`src/rtl/laser_pkg.sv`:
```
// Shared constants and types for the LASER frame sequencer and its point store.
package laser_pkg;

    localparam int unsigned NPTS = 40;
    localparam int unsigned CW   = 4;

    typedef logic [2:0] state_t;

    localparam state_t ST_PARK = 3'd0;
    localparam state_t ST_ARM  = 3'd1;
    localparam state_t ST_FEED = 3'd2;
    localparam state_t ST_RUN  = 3'd3;
    localparam state_t ST_CAP  = 3'd4;

    typedef struct packed {
        logic [CW-1:0] x;
        logic [CW-1:0] y;
    } pt_t;

endpackage

```
`src/rtl/laser_pt_bank.sv`:
```
// One frame bank of the point store: a write port and a registered read port
// whose output returns to zero whenever no read is requested.
module laser_pt_bank
    import laser_pkg::*;
#(
    parameter int unsigned DEPTH = NPTS,
    parameter int unsigned AW    = $clog2(DEPTH)
) (
    input  logic            CLK,
    input  logic            RST,
    input  logic            we,
    input  logic [AW-1:0]   waddr,
    input  logic [2*CW-1:0] wdata,
    input  logic            rd_en,
    input  logic [AW-1:0]   raddr,
    output logic [2*CW-1:0] rdata
);

    logic [2*CW-1:0] mem [DEPTH];

    always_ff @(posedge CLK) begin
        if (we) begin
            mem[waddr] <= wdata;
        end
    end

    always_ff @(posedge CLK or posedge RST) begin
        if (RST) begin
            rdata <= '0;
        end else if (rd_en) begin
            rdata <= mem[raddr];
        end else begin
            rdata <= '0;
        end
    end

endmodule

```
`src/rtl/laser_frame_sched.sv`:
```
// Frame sequencer: double-buffered host point store, engine park/feed/run
// control with a watchdog, and a single-slot result buffer toward the host.
module laser_frame_sched
    import laser_pkg::*;
#(
    parameter int unsigned NPTS    = laser_pkg::NPTS,
    parameter int unsigned TIMEOUT = 8191
) (
    input  logic          CLK,
    input  logic          RST,
    input  logic          IN_VALID,
    output logic          IN_READY,
    input  logic [CW-1:0] IN_X,
    input  logic [CW-1:0] IN_Y,
    output logic          ENG_HOLD,
    output logic [CW-1:0] ENG_X,
    output logic [CW-1:0] ENG_Y,
    input  logic          ENG_DONE,
    input  logic [CW-1:0] ENG_C1X,
    input  logic [CW-1:0] ENG_C1Y,
    input  logic [CW-1:0] ENG_C2X,
    input  logic [CW-1:0] ENG_C2Y,
    output logic          RES_VALID,
    input  logic          RES_READY,
    output logic [CW-1:0] RES_C1X,
    output logic [CW-1:0] RES_C1Y,
    output logic [CW-1:0] RES_C2X,
    output logic [CW-1:0] RES_C2Y,
    output logic          RES_TMO
);

    localparam int unsigned   AW       = $clog2(NPTS);
    localparam logic [AW-1:0] LAST_IDX = AW'(NPTS - 1);
    localparam logic [12:0]   WD_LAST  = 13'(TIMEOUT - 1);

    state_t          st;
    logic [1:0]      full;
    logic            wb;
    logic            rb;
    logic [AW-1:0]   wi;
    logic [AW-1:0]   ri;
    logic [12:0]     wd;
    logic            hold;
    logic            tmo;
    logic [4*CW-1:0] cap;
    pt_t             wpt;
    pt_t             rpt;
    logic [2*CW-1:0] rd0;
    logic [2*CW-1:0] rd1;
    logic            acc;
    logic            wlast;
    logic            feed;

    assign IN_READY = !full[wb];
    assign acc      = IN_VALID && IN_READY;
    assign wlast    = acc && (wi == LAST_IDX);
    assign feed     = (st == ST_FEED);
    assign wpt      = '{x: IN_X, y: IN_Y};
    assign rpt      = rd0 | rd1;
    assign ENG_X    = rpt.x;
    assign ENG_Y    = rpt.y;
    assign ENG_HOLD = hold;

    laser_pt_bank #(.DEPTH(NPTS)) u_bank0 (
        .CLK   (CLK),
        .RST   (RST),
        .we    (acc && !wb),
        .waddr (wi),
        .wdata (wpt),
        .rd_en (feed && !rb),
        .raddr (ri),
        .rdata (rd0)
    );

    laser_pt_bank #(.DEPTH(NPTS)) u_bank1 (
        .CLK   (CLK),
        .RST   (RST),
        .we    (acc && wb),
        .waddr (wi),
        .wdata (wpt),
        .rd_en (feed && rb),
        .raddr (ri),
        .rdata (rd1)
    );

    always_ff @(posedge CLK or posedge RST) begin
        if (RST) begin
            wb <= 1'b0;
            wi <= '0;
        end else if (acc) begin
            if (wi == LAST_IDX) begin
                wi <= '0;
                wb <= ~wb;
            end else begin
                wi <= wi + 1'b1;
            end
        end
    end

    // CAP only frees rb and the host only fills wb while it is empty, so a
    // completing write and a CAP release can never target the same bank.
    always_ff @(posedge CLK or posedge RST) begin
        if (RST) begin
            full <= '0;
        end else begin
            for (int unsigned i = 0; i < 2; i++) begin
                if (st == ST_CAP && rb == 1'(i)) begin
                    full[i] <= 1'b0;
                end else if (wlast && wb == 1'(i)) begin
                    full[i] <= 1'b1;
                end
            end
        end
    end

    always_ff @(posedge CLK or posedge RST) begin
        if (RST) begin
            st        <= ST_PARK;
            rb        <= 1'b0;
            ri        <= '0;
            wd        <= '0;
            hold      <= 1'b1;
            tmo       <= 1'b0;
            cap       <= '0;
            RES_VALID <= 1'b0;
            RES_TMO   <= 1'b0;
            RES_C1X   <= '0;
            RES_C1Y   <= '0;
            RES_C2X   <= '0;
            RES_C2Y   <= '0;
        end else begin
            if (RES_VALID && RES_READY) begin
                RES_VALID <= 1'b0;
            end
            case (st)
                ST_PARK: begin
                    if (full[rb] && !RES_VALID) begin
                        st   <= ST_ARM;
                        hold <= 1'b0;
                    end
                end
                ST_ARM: begin
                    st <= ST_FEED;
                    ri <= '0;
                end
                ST_FEED: begin
                    if (ri == LAST_IDX) begin
                        st <= ST_RUN;
                        ri <= '0;
                        wd <= '0;
                    end else begin
                        ri <= ri + 1'b1;
                    end
                end
                ST_RUN: begin
                    // Centres are only valid alongside DONE, so latch them here.
                    if (ENG_DONE) begin
                        cap <= {ENG_C1X, ENG_C1Y, ENG_C2X, ENG_C2Y};
                        tmo <= 1'b0;
                        st  <= ST_CAP;
                    end else if (wd == WD_LAST) begin
                        cap <= '0;
                        tmo <= 1'b1;
                        st  <= ST_CAP;
                    end else begin
                        wd <= wd + 1'b1;
                    end
                end
                ST_CAP: begin
                    {RES_C1X, RES_C1Y, RES_C2X, RES_C2Y} <= cap;
                    RES_TMO   <= tmo;
                    RES_VALID <= 1'b1;
                    rb        <= ~rb;
                    hold      <= 1'b1;
                    st        <= ST_PARK;
                end
                default: begin
                    st   <= ST_PARK;
                    hold <= 1'b1;
                end
            endcase
        end
    end

endmodule

```
`config.mk`:
```
export PLATFORM = sky130hd
export DESIGN_NAME = laser_frame_sched
export DESIGN_NICKNAME = d
export VERILOG_FILES = /design/src/rtl/laser_pkg.sv /design/src/rtl/laser_pt_bank.sv /design/src/rtl/laser_frame_sched.sv
export SDC_FILE = /design/constraint.sdc
export NUM_CORES = 1
export LEC_CHECK = 0
export BUFFER_PORTS_ARGS = -buffer_cell sky130_fd_sc_hd__buf_2
export CORE_UTILIZATION = 45
export CTS_BUF_LIST = sky130_fd_sc_hd__clkbuf_4
export DETAILED_ROUTE_END_ITERATION = 10
export PLACE_DENSITY = 0.62
export SLEW_MARGIN = 20
export SYNTH_ARGS = -nofsm -noshare
export SYNTH_HDL_FRONTEND = slang
export SYNTH_SLANG_ARGS = --single-unit
```
`constraint.sdc`:
```
create_clock -name CLK -period 3.45 [get_ports CLK]
set_input_delay 0.5175 -clock CLK [delete_from_list [all_inputs] [get_ports CLK]]
set_output_delay 0.5175 -clock CLK [all_outputs]
set_load 0.02 [all_outputs]
```
==> metrics.md <==
| Metric | Value |
|---|---|
| Status | `finished clean` |
| Total negative slack | `0 ns` |
| Kind of end point of the critical path | `flop` |
| Antenna violations before repair | `2` |
| Commonest non-fill, non-tap cell in the layout | `edfxtp_1` |
| IO Port Bufs | `56` |
| Boundary pin count | `57` |
| Worst slew pin tran | `around 1.1 ns` |
| Critical path class | `reg -> reg` |
| Reg clk slew, reported paths | `about 0.07 ns` |
| First-pass GRT wire length | `between 100 and 150 mm` |
| Post-CTS Setup Bufs | `0` |
| Avg Cell Area, Syn | `approximately 17 µm²` |
| Skew final | `~0.043 ns` |
| RSZ-0062 raised after global routing | `no` |
| Root buf cell | `clkbuf_4` |
| Mapped Nets | `between 1500 and 2000` |
| Arrival time of the worst setup path | `~3.5 ns` |
| Placed instance area | `30400 µm²` |
| Cell leakage power | `between 0.01 and 0.015 µW` |
| 1st-pass router iterations | `7` |
| Cell Pwr Density | `701 nW/µm²` |
| Period utilization | `77.0%` |
| Die Y-Extent | `254 µm` |
| Final nets | `1960` |
| Synth Register Bits | `slightly above 700` |
| Simple-Gate Fraction of Synth Area | `5.62%` |
| # clock sinks | `about 720` |
| Multiplexer share of the synthesized area | `a little under an eighth` |
| Tot GR Track Use | `22.0%` |
| Post-synth top area cell | `edfxtp_1` |
| Hold depth | `1` |
| Pin count of the biggest net entering global routing | `84` |
| Crit-path max FO | `19` |
| CP startpoint kind | `flop` |
| Number of H-tree levels | `4` |
| Syn Inst Count | `between 1500 and 2000` |
| Mapped Area | `about 29000 µm²` |
| Synth area leaders | `edfxtp_1 (67%), dfrtp_1 (7.3%), mux4_2 (6.6%), mux2_2 (4.8%), o22ai_1 (1.6%)` |
| CTS Buf Count | `approximately 180` |
| GP Congestion | `0.853` |
| ANT nets after route | `0` |
| CTS tree | `yes` |
| Post-synth top area share | `between 60% and 70%` |
| Vias per cell | `roughly 5.6` |
| Final min period | `2.66 ns` |
| Slowest CP cell | `dfrtp_4` |
| Post-Route WL | `around 70 mm` |
| Sequential fraction of the synthesis area | `about three quarters` |
| Final hold viol count | `0` |
| Pins Over Slew Limit | `0` |
| Worst skew pair latency | `roughly 1.0 ns` |
| # DRC | `0` |
| Adder-Cell Fraction of Synth Area | `less than 1%` |
| EDFF count, synth | `640` |
| Grt total ovfl | `0` |
| Area of the core | `around 63000 µm²` |
| Final number of setup-violating endpoints | `0` |
| Fin worst setup slack | `approximately 0.8 ns` |
| CP peak stage delay | `0.60 ns` |
| Vias | `around 16000` |
| Layout fillers | `approximately 5200` |
| Pre-CTS setup slack | `0.784 ns` |
| Fmax | `~0.38 GHz` |
| FF+latch area | `about 21000 µm²` |
| Reg2Reg Depth | `6` |
| Number of max-cap violations | `0` |
| Initial DRC count | `1373` |
| Die width | `around 250 µm` |
| Peak VDD IR | `441 µV` |
| Most frequent cells in the layout | `edfxtp_1 (640), clkbuf_4 (263), mux2_2 (121), buf_4 (109), nor2_1 (104)` |
| Layout cells sized above 1 | `33.0%` |
| Die area | `roughly 65000 µm²` |
| Area of the multi-input gates | `6760 µm²` |
| Worst-case headroom to the max-slew limit | `a little under 30%` |
| Starting Density | `45.4%` |
| Yosys cell types | `62` |
| Crit-path cells | `nand2b_1 -> buf_4 -> o22ai_1 -> nor3_1 -> o21ai_0 -> a21oi_1` |
| Compound-Gate Fraction of Synth Area | `between 5 and 6%` |
| Ys Warns | `0` |
| Clock Path Buffers | `3` |
| Tot Pwr | `approximately 23000 µW` |
| Routed WL per cell | `roughly 24 µm` |
| Number of global-route vias before repair | `about 16000` |
| Final instance area | `around 33000 µm²` |
| Synth async-reset ratio | `11.6%` |
| Main synth FF type | `edfxtp_1` |
| Main combinational cell family by area after synthesis | `multiplexers` |
| DP HPWL | `between 40 and 50 mm` |
| Site Rows | `a little over 90` |
| Layout area overhead | `15.4%` |
| Hold Path Class | `in -> reg` |
| XOR/XNOR share of the synthesized area | `less than 1%` |
| WP data required | `4.30 ns` |
registers in the layout, indices dropped and copies added (netlist names):
signal	flops
u_bank1.rdata	8
tmo	1
cap	16
RES_TMO	1
RES_C2X	4
ENG_HOLD	1
u_bank1.mem	320
u_bank0.mem	320
wb	1
RES_VALID	1
u_bank0.rdata	8
wd	13
wi	6
RES_C1X	4
rb	1
RES_C2Y	4
RES_C1Y	4
full	2
ri	6
st	3
worst paths after layout:
path / startpoint / slack, ns / to
max in group asynchronous: RST / 2.49 / ENG_HOLD$_DFFE_PP1P_
min: IN_Y[3] / 0.07 / u_bank1.mem[38][3]$_DFFE_PP_
max reg2reg: ri[2]$_DFFE_PP0P_ / 0.79 / u_bank0.rdata[3]$_DFF_PP0_
max: ri[2]$_DFFE_PP0P_ / 0.79 / u_bank0.rdata[3]$_DFF_PP0_
min in group asynchronous: RST / 0.22 / cap[12]$_DFFE_PP0P_
min reg2reg: tmo$_DFFE_PP0P_ / 0.44 / RES_TMO$_DFFE_PP0N_
stage by stage:
stage | instances | util [%] | hold WS [ns]
6_report | 2906 | 52.4 | 0.0723
5_1_grt | 2906 | 52.4 | 0.00793
4_1_cts | 2901 | 52.4 | 0.0117
3_5_place_dp | 2569 | 48.2 | 0.455
3_3_place_gp | 2569 | 48.2 | 0.446
2_1_floorplan | 1647 | - | 0.439
synth_stat cells, drive strengths merged (4+ instances only):
cell type	number
or2	11
nor2	105
nand2	85
a31oi	8
xnor2	4
a21oi	33
o22a	5
a211o	10
and2	6
nand2b	9
ha	4
o22ai	74
o21ai	63
clkbuf	36
dfrtp	83
and3	4
nand3	16
nor2b	39
nand4	6
mux4	84
edfxtp	640
nor3	39
or3b	4
mux2	122
mux2i	14
buf	56
a22o	16
inv	8
a211oi	32
where the power goes:
part | internal, µW | switching, µW
clock | 4070 | 3350
combinational | 2290 | 3180
sequential | 9930 | 324
cell families (layout without fill, tap and decap cells):
logic type	Yosys count	in the layout
adder cells (fa/ha/maj)	4	4
XOR/XNOR	5	5
buffers and inverters	101	510
AND/OR/NAND/NOR	336	336
other	0	4
flip-flops	724	724
AO/OA/AOI/OAI	257	257
multiplexers	220	220
per-layer routing:
layer | share of wire [%] | up-vias | track usage, % | routed length (µm)
met1 | 41 | 8426 | 28.6 | 28400
met4 | 2.0 | 0 | 7.49 | 1380
met2 | 50 | 591 | 36.1 | 34700
met3 | 6.6 | 106 | 5.43 | 4550
met5 | 0 | - | 0 | 0
li1 | - | 7194 | - | -
what timing repair did:
| action | 4_1_cts | 5_1_grt |
|---|---|---|
| hold buffers | 22 | 0 |
| resized for setup | 0 | 0 |
| endpoints found under the hold margin | 99 | 0 |
final cells by class:
cell class | count | share of cell area (%)
flip-flops and latches | 724 | 64.6
multi-input cells | 822 | 20.5
clock buffers | 263 | 5.98
repair buffers | 191 | 4.35
well taps | 846 | 3.21
clock inverters | 47 | 1.24
inverters | 9 | 0.106
diodes | 4 | 0.0303
critical path, delay by kind of cell, from the launching register on:
family                 cells  cell delay [ns]
AOI/OAI and AO/OA          3             0.82
and+or+nand+nor            2             0.82
DFF                        1             0.60
buffers and inverters      1             0.27
No activity file was read; power rests on OpenSTA's default activity.
